`src/rtl/clock_divider.sv`:
```
// Programmable clock divider with glitch-free runtime reconfiguration.
// Optional period counter output enabled by defining CLOCK_DIV_COUNT_EN.
module clock_divider #(
    parameter int W        = 16,
    parameter int DIV_RST  = 4,
    parameter int HIGH_RST = 2
) (
    input  logic         i_clk,
    input  logic         i_reset,
    input  logic         i_en,
    input  logic         i_cfg_valid,
    input  logic [W-1:0] i_cfg_div,
    input  logic [W-1:0] i_cfg_high,
    output logic         o_cfg_ready,
    output logic         o_cfg_err,
    output logic         o_clk,
    output logic         o_roll_over
`ifdef CLOCK_DIV_COUNT_EN
    ,
    output logic [W-1:0] o_period_cnt
`endif
);

    function automatic logic [W-1:0] resolve_high(
        input logic [W-1:0] div,
        input logic [W-1:0] high
    );
        logic [W-1:0] r;
        if (high == '0)
            r = div >> 1;
        else if (high >= div)
            r = div - W'(1);
        else
            r = high;
        return r;
    endfunction

    localparam logic [W-1:0] DIV0  = W'(DIV_RST);
    localparam logic [W-1:0] HIGH0 = resolve_high(DIV0, W'(HIGH_RST));

    logic [W-1:0] div_q, div_d;
    logic [W-1:0] high_q, high_d;
    logic [W-1:0] cnt_q, cnt_d;
    logic [W-1:0] pdiv_q, pdiv_d;
    logic [W-1:0] phigh_q, phigh_d;
    logic         pend_q, pend_d;
    logic         err_q, err_d;
    logic         clk_q, clk_d;
    logic         wrap;
    logic         roll;
    logic         accept;
    logic         apply;

    always_comb begin
        wrap    = (cnt_q == div_q - W'(1));
        roll    = i_en && wrap;
        accept  = i_cfg_valid && !pend_q;
        apply   = pend_q && (!i_en || wrap);
        div_d   = div_q;
        high_d  = high_q;
        pdiv_d  = pdiv_q;
        phigh_d = phigh_q;
        pend_d  = pend_q;
        err_d   = 1'b0;

        if (accept) begin
            if (i_cfg_div < W'(2)) begin
                err_d = 1'b1;
            end else begin
                pend_d  = 1'b1;
                pdiv_d  = i_cfg_div;
                phigh_d = resolve_high(i_cfg_div, i_cfg_high);
            end
        end

        if (apply) begin
            div_d  = pdiv_q;
            high_d = phigh_q;
            pend_d = 1'b0;
        end

        cnt_d = (!i_en || wrap) ? '0 : cnt_q + W'(1);
        // Compare against next-state values so o_clk stays in phase with the counter
        clk_d = !i_en || (cnt_d < high_d);
    end

    always_ff @(posedge i_clk or posedge i_reset) begin
        if (i_reset) begin
            div_q   <= DIV0;
            high_q  <= HIGH0;
            cnt_q   <= '0;
            pdiv_q  <= '0;
            phigh_q <= '0;
            pend_q  <= 1'b0;
            err_q   <= 1'b0;
            clk_q   <= 1'b1;
        end else begin
            div_q   <= div_d;
            high_q  <= high_d;
            cnt_q   <= cnt_d;
            pdiv_q  <= pdiv_d;
            phigh_q <= phigh_d;
            pend_q  <= pend_d;
            err_q   <= err_d;
            clk_q   <= clk_d;
        end
    end

`ifdef CLOCK_DIV_COUNT_EN
    logic [W-1:0] pcnt_q, pcnt_d;

    always_comb begin
        pcnt_d = pcnt_q;
        if (apply)
            pcnt_d = '0;
        else if (roll)
            pcnt_d = pcnt_q + W'(1);
    end

    always_ff @(posedge i_clk or posedge i_reset) begin
        if (i_reset)
            pcnt_q <= '0;
        else
            pcnt_q <= pcnt_d;
    end

    assign o_period_cnt = pcnt_q;
`endif

    assign o_cfg_ready = !pend_q;
    assign o_cfg_err   = err_q;
    assign o_clk       = clk_q;
    assign o_roll_over = roll;

endmodule
```
`config.mk`:
```
export PLATFORM = sky130hd
export DESIGN_NAME = clock_divider
export DESIGN_NICKNAME = d
export VERILOG_FILES = /design/src/rtl/clock_divider.sv
export SDC_FILE = /design/constraint.sdc
export NUM_CORES = 1
export LEC_CHECK = 0
export ABC_AREA = 1
export CORE_UTILIZATION = 40
export DETAILED_ROUTE_END_ITERATION = 16
export GPL_TIMING_DRIVEN = 0
export HOLD_SLACK_MARGIN = 0.03
export SYNTH_ARGS = -nofsm -noshare
export SYNTH_HDL_FRONTEND = slang
export SYNTH_SLANG_ARGS = --single-unit
export TNS_END_PERCENT = 100
```
`constraint.sdc`:
```
create_clock -name i_clk -period 7.7 [get_ports i_clk]
set_input_delay 1.54 -clock i_clk [delete_from_list [all_inputs] [get_ports i_clk]]
set_output_delay 1.54 -clock i_clk [all_outputs]
set_load 0.05 [all_outputs]
```
==> results.cfg, run 1 <==
[status]
status = completed

[worst_setup_path]
reg2reg_depth = 21
endpoint = o_roll_over
r2r_start = div_q[0]$_DFFE_PP0N_
path_max_fanout = 7
critPathKind = reg2out
r2r_end = o_clk$_DFF_PP1_
critPathCaptureType = output pin
cp-startpoint = div_q[0]$_DFFE_PP0N_
required_ns = 6.16
arrival_ns = 3.10
crit_path_start_kind = flop
rrSetupSlack_ns = 4.08

[sta]
relSlewSlack = 0.616
fin_crit_ns = 4.64
setup_tns_ns = 0
worstMarginPinSlew_ns = 0.570
max_freq_mhz = 216
setup_violations = 0
drv_slew = 0
hold_viol_final = 0
fin_skew_ns = 0.00532
period_share = 0.602
rsz0062_at_grt = false

[clock_tree]
cts_tree = yes
ctsResizeCount = 0
cts_hold_buf = 0
cts.sinks = 83
ctsRootBufferMaster = clkbuf_16
post-cts-setup-buffer-count = 0
cts_buffers = 9
path_clk_slew_ns = 0.06
htreeDepth = 3
clk_latency_ns = 0.33
clock_tree.buffer_depth = 2

[routing]
final_antenna_net_count = 0
totalWireLength_um = 12500
vias = 4461
detail_route.iter0.violations = 256
drc = 0
dr.pass1.iters = 4
wl_per_cell_um = 13.8
vias_per_cell = 4.91

[pwr]
finalPower_mw = 1.84
clkPwrFrac = 0.214
peakVddDrop_mv = 0.121
switching_power_mw = 0.729
swShare = 0.397
seq_power_share = 0.391
leakagePower_nw = 2.92
pwr-share-comb = 0.396
internal_power_mw = 1.11
p_per_area_nw_per_um2 = 300

[final_layout]
antenna_cells = 0
drive_gt1_frac = 0.0829
final_nets = 801
area_growth_pct = 17.6
utilization = 0.483
fillers = 1312

[global_routing]
antenna_found_initial = 0
grt_pass1_wl_um = 21400
grt_pass1_vias = 4491
grt_max_degree = 72
track_usage = 0.207
overflow = 0

[die]
die_area_um2 = 13500
initial_core_util = 0.410
die_w_um = 116
fp.coreArea_um2 = 12700
die_h_um = 116
rows = 41
ios = 40

[place]
port_buffers = 39
gp_congestion = 0.832
dpl.hpwl_um = 10300

[yosys]
synth_seq_cells = 83
synth_cell_types = 42
synth_area_um2 = 5200
ys_seq_area_frac = 0.400
yosysWarnings = 0
synth_common_cells = nand2_1, dfrtp_1, inv_1, nor2_1, o21ai_0
ys_async_sr_fraction = 1.00
synth_edf_count = 0
synth_area_leaders = dfrtp_1, nand2_1, ha_1
syn-num-nets = 750
syn_inst = 680
ys.flop_type = dfrtp_1
yosysMostFrequentCell = nand2_1
netlist.area_leader.share = 0.385
avgSynthCellArea_um2 = 7.65
synth.largest_area_cell = dfrtp_1

[run]
maxCapViolations = 0

[min_path]
hold_path.class = reg2reg
power by group through the flow:
stage	Combinational [mW]	Clock (mW)	Sequential [mW]
final	0.726	0.393	0.717
after global routing	0.841	0.421	0.737
after CTS	0.733	0.403	0.716
after detailed placement	0.725	0	0.724
after global placement	0.703	0	0.718
after floorplan	0.552	0	0.685
metrics by stage:
stage / cell area (µm²) / setup slack, ns / hold WS [ns] / instances
floorplan: 5200 / 3.88 / 0.442 / 680
global route: 6120 / 2.84 / 0.509 / 908
global placement: 5810 / 2.73 / 0.464 / 891
CTS: 6120 / 2.99 / 0.489 / 908
finish: 6120 / 3.06 / 0.484 / 908
detailed placement: 5840 / 3.03 / 0.472 / 892
kinds of logic after synthesis:
family,Yosys count,synth area share
xor+xnor,26,0.0438
buf+inv,109,0.0791
simple gates,311,0.263
fa+ha+maj,34,0.0818
flops,83,0.400
mux,1,0.00192
compound gates,116,0.130
cell type report:
class,instances,area (µm²),area share
Tap cell,172,215,0.0352
Clock buffer,10,239,0.0391
Buffer,15,58.8,0.00961
Clock inverter,6,41.3,0.00675
Inverter,94,355,0.0581
Multi-Input combinational cell,488,2710,0.443
Sequential cell,83,2080,0.340
Timing Repair Buffer,40,418,0.0683
flip-flops by register name, indices dropped and copies added, names as in the netlist:
register,flops
cnt_q,16
div_q,16
high_q,16
pdiv_q,16
phigh_q,16
o_cfg_err,1
o_clk,1
pend_q,1
layout by cell type (no fill, tap or decap), drive strengths merged:
cell type / synthesis / routed
a31oi: 4 / 4
clkinvlp: 0 / 3
xor2: 18 / 18
o21ai: 54 / 54
ha: 34 / 34
o221a: 1 / 1
nand2: 151 / 151
or4: 1 / 1
clkinv: 3 / 6
nand3: 31 / 31
o21bai: 7 / 7
o22ai: 11 / 11
o31ai: 1 / 1
clkdlybuf4s50: 0 / 39
nor2: 82 / 82
and3: 1 / 1
a21o: 1 / 1
inv: 91 / 91
mux2i: 1 / 1
o221ai: 5 / 5
nor3b: 4 / 4
a211oi: 3 / 3
nor3: 9 / 9
buf: 3 / 4
xnor2: 8 / 8
dfrtp: 80 / 80
nand3b: 3 / 3
a21boi: 5 / 5
nor4: 4 / 4
dfstp: 3 / 3
and2: 2 / 2
clkbuf: 12 / 22
nand4: 7 / 7
or2: 16 / 16
a21oi: 24 / 24
layer usage:
| metal | GRT usage | vias to the layer above | part of all wire |
|---|---|---|---|
| li1 | - | 2321 | - |
| met1 | 0.273 | 2039 | 0.48 |
| met2 | 0.351 | 82 | 0.48 |
| met3 | 0.0246 | 19 | 0.026 |
| met4 | 0.0709 | 0 | 0.019 |
| met5 | 0 | - | 0 |
worst max-delay path, stage by stage, from the launching register on:
cell and delay, ns:
dfrtp_1 0.40, inv_2 0.14, ha_1 0.26, nand2_2 0.12, nor2_4 0.18, nand3_1 0.09
nand2_1 0.07, nand2_1 0.05, nor2_1 0.11, nand2_1 0.12, or2_2 0.34, nor2_1 0.09
clkdlybuf4s50_1 0.80
how the worst min path moves through the flow:
stage                            start                      end  slack (ns)  cells after the start
6_report       phigh_q[11]$_DFFE_PP0P_  phigh_q[11]$_DFFE_PP0P_        0.48                      2
5_1_grt         pdiv_q[10]$_DFFE_PP0P_   pdiv_q[10]$_DFFE_PP0P_        0.51                      2
4_1_cts        phigh_q[11]$_DFFE_PP0P_  phigh_q[11]$_DFFE_PP0P_        0.49                      2
3_5_place_dp    pdiv_q[10]$_DFFE_PP0P_    div_q[10]$_DFFE_PP0N_        0.47                      2
3_3_place_gp    pdiv_q[10]$_DFFE_PP0P_    div_q[10]$_DFFE_PP0N_        0.46                      2
2_1_floorplan   pdiv_q[10]$_DFFE_PP0P_    div_q[10]$_DFFE_PP0N_        0.44                      2
Note: power is estimated with default switching activity, not from simulation.
==> run 2, diff against run 1 <==
Clock period 7.7 ns to 4.25 ns, I/O delays scaled along.
==> results of run 2 <==
Same layout as run 1 (identical final DEF). Status: completed.
Main changes from that run: setup slack after placement 3.03 ns -> 0.551 ns; setup slack after layout 3.06 ns -> 0.302 ns; register-to-register setup slack 4.08 ns -> 0.63 ns; total power 1.84 mW -> 3.33 mW; worst IR drop on VDD 0.121 mV -> 0.219 mV
==> run 3, diff against run 2 <==
Settings changed: ABC_AREA 1 to unset, CAP_MARGIN set to 20, RECOVER_POWER set to 100.
==> results.cfg, run 3 <==
[yosys]
ys_async_sr_fraction = 1.00
netlist.area_leader.share = 0.388
ys.flop_type = dfrtp_1
synth_cell_types = 51
synth.largest_area_cell = dfrtp_1
syn-num-nets = 589
synth_area_um2 = 5160
yosysWarnings = 0
yosysMostFrequentCell = dfrtp_1
syn_inst = 519
ys_seq_area_frac = 0.403
synth_area_leaders = dfrtp_1, mux2_2, ha_1
synth_edf_count = 0
synth_seq_cells = 83
synth_common_cells = dfrtp_1, nand2_1, mux2_2, nor2_1, ha_1
avgSynthCellArea_um2 = 9.94

[sta]
fin_skew_ns = 0.00655
fin_ws_ns = 0.215
hold_viol_final = 0
worstMarginPinSlew_ns = 1.41
max_freq_mhz = 248
drv_slew = 0
fin_crit_ns = 4.03
period_share = 0.949
relSlewSlack = 0.0564
setup_violations = 0

[place]
dpl-instance-area_um2 = 5790
dpl.hpwl_um = 9570
port_buffers = 38
gp_congestion = 0.807
pre_cts_ws_ns = -0.670

[status]
status = completed

[routing]
vias_per_cell = 5.33
final_antenna_net_count = 0
totalWireLength_um = 12500
drc = 0
vias = 4027
detail_route.iter0.violations = 185
wl_per_cell_um = 16.6
dr.pass1.iters = 4

[worst_setup_path]
arrival_ns = 3.18
critical_path_depth = 9
crit_buf_inv = 3
critical_path.max_stage_delay_ns = 0.82
path_max_fanout = 4
critPathKind = reg2out
reg2reg_depth = 21
r2r_start = div_q[0]$_DFFE_PP0N_
crit_path_start_kind = flop
required_ns = 3.40
critPathCaptureType = output pin
crit_chain = inv_1, ha_2, nor3b_4, buf_6, and4_1, nor4b_2, o22ai_2, nor3_1, clkdlybuf4s50_1
cpMaxStageDelayCell = clkdlybuf4s50_1
path_delay_family = buffers and inverters
rrSetupSlack_ns = 0.26
cp-startpoint = div_q[0]$_DFFE_PP0N_
r2r_end = o_clk$_DFF_PP1_

[global_routing]
grt_max_degree = 53
track_usage = 0.202
grt_pass1_vias = 4035
overflow = 0
antenna_found_initial = 0
grt_pass1_wl_um = 20600

[final_layout]
fillers = 1198
final_common_cell = dfrtp_1
area_growth_pct = 21.0
antenna_cells = 0
final_cell_mix = dfrtp_1, nand2_1, mux2_2
drive_gt1_frac = 0.178
final_nets = 648
final_cell_area_um2 = 6250

[clock_tree]
cts_tree = yes
clock_tree.buffer_depth = 2
cts_buffers = 9
ctsRootBufferMaster = clkbuf_16
htreeDepth = 3
clk_latency_ns = 0.34
cts_hold_buf = 0
path_clk_slew_ns = 0.06
cts.sinks = 83

[die]
fp.coreArea_um2 = 12600
die_h_um = 116
rows = 41
die_area_um2 = 13400
initial_core_util = 0.409
die_w_um = 116
ios = 40

[min_path]
min_from = high_q[15]$_DFF_PP0_
whs_path_depth = 1
hold_path.class = reg2reg
min_to = high_q[15]$_DFF_PP0_

[pwr]
clkPwrFrac = 0.276
leakagePower_nw = 2.67
p_per_area_nw_per_um2 = 457
seq_power_share = 0.427
peakVddDrop_mv = 0.200
swShare = 0.328
switching_power_mw = 0.937
pwr-share-comb = 0.297
internal_power_mw = 1.92

[run]
maxCapViolations = 0
run 3: cell count changes in the layout (fill, tap and decap cells not counted), moves of 11 or more:
cell / before / now
a21oi_1: 24 / 7
a31oi_1: 4 / 19
inv_1: 76 / 26
inv_2: 14 / 0
mux2_2: 0 / 44
mux2i_1: 1 / 14
nand2_1: 147 / 44
nand3_1: 31 / 19
nor2_1: 76 / 42
o211ai_1: 0 / 16
o21ai_0: 40 / 8
o22ai_1: 11 / 0
or2_2: 12 / 0
xnor2_1: 8 / 28
run 3: cell type report:
class / instances / area [µm²] / share of cell area
Multi-Input combinational cell: 383 / 2940 / 0.470
Sequential cell: 83 / 2080 / 0.334
Timing Repair Buffer: 48 / 457 / 0.0731
Clock buffer: 10 / 229 / 0.0367
Tap cell: 172 / 215 / 0.0345
Buffer: 26 / 149 / 0.0238
Inverter: 27 / 103 / 0.0164
Clock inverter: 6 / 75.1 / 0.0120
run 3: worst register-to-register path: stages (launching register included):
cell and delay, ns:
dfrtp_2 0.44, inv_1 0.07, ha_2 0.21, nor3b_4 0.31, buf_6 0.15, a31oi_1 0.09
a211o_1 0.27, and3_1 0.17, o22ai_2 0.19, o21ai_2 0.10, nand2_2 0.10, buf_6 0.15
buf_12 0.16, mux2i_2 0.22, ha_1 0.27, a21o_1 0.16, a21o_1 0.18, a21oi_1 0.14
o21ai_1 0.09, a21oi_2 0.14, o211a_1 0.16, a22o_1 0.15
run 3: timing repair:
action	4_1_cts	5_1_grt
buffers inserted	2	7
resized for setup	9	23
cloned	0	0
pin swaps	2	7
endpoints found under the setup margin	2	2
run 3: how the worst max path moves through the flow:
stage	slack (ns)	endpoint
2_1_floorplan	0.35	o_clk$_DFF_PP1_
3_3_place_gp	-0.60	o_clk$_DFF_PP1_
3_5_place_dp	-0.67	o_clk$_DFF_PP1_
4_1_cts	0.02	o_clk$_DFF_PP1_
5_1_grt	-0.03	o_clk$_DFF_PP1_
6_report	0.22	o_roll_over
run 3: metrics by stage:
| step | total power, mW | hold slack, ns | setup TNS, ns | cells | util |
|---|---|---|---|---|---|
| floorplan | 1.75 | 0.450 | 0 | 519 | - |
| global placement | 1.97 | 0.486 | -4.77 | 729 | 0.456 |
| detailed placement | 2.00 | 0.493 | -0.670 | 730 | 0.458 |
| CTS | 2.83 | 0.507 | 0 | 748 | 0.487 |
| global route | 3.03 | 0.516 | -0.0303 | 755 | 0.495 |
| finish | 2.86 | 0.506 | 0 | 755 | 0.495 |
run 3: cells by family (layout without fill, tap and decap cells):
family	count (synthesis)	count (layout)	share of synthesized area
simple gates	158	158	0.150
flops	83	83	0.403
compound gates	81	81	0.105
mux	64	64	0.139
buf+inv	53	117	0.0427
xor+xnor	46	46	0.0781
fa+ha+maj	34	34	0.0824
run 3: per-layer routing:
metal	wire [µm]	track usage	vias to the layer above
li1	-	-	1979
met5	0	0	-
met4	253	0.0762	0
met1	5970	0.268	1947
met3	355	0.0262	20
met2	5930	0.338	81
run 3: power by group through the flow:
stage	combinational [mW]	sequential [mW]	clock [mW]
6_report	0.848	1.22	0.789
5_1_grt	0.940	1.25	0.842
4_1_cts	0.812	1.21	0.802
3_5_place_dp	0.788	1.22	0
3_3_place_gp	0.759	1.21	0
2_1_floorplan	0.609	1.14	0
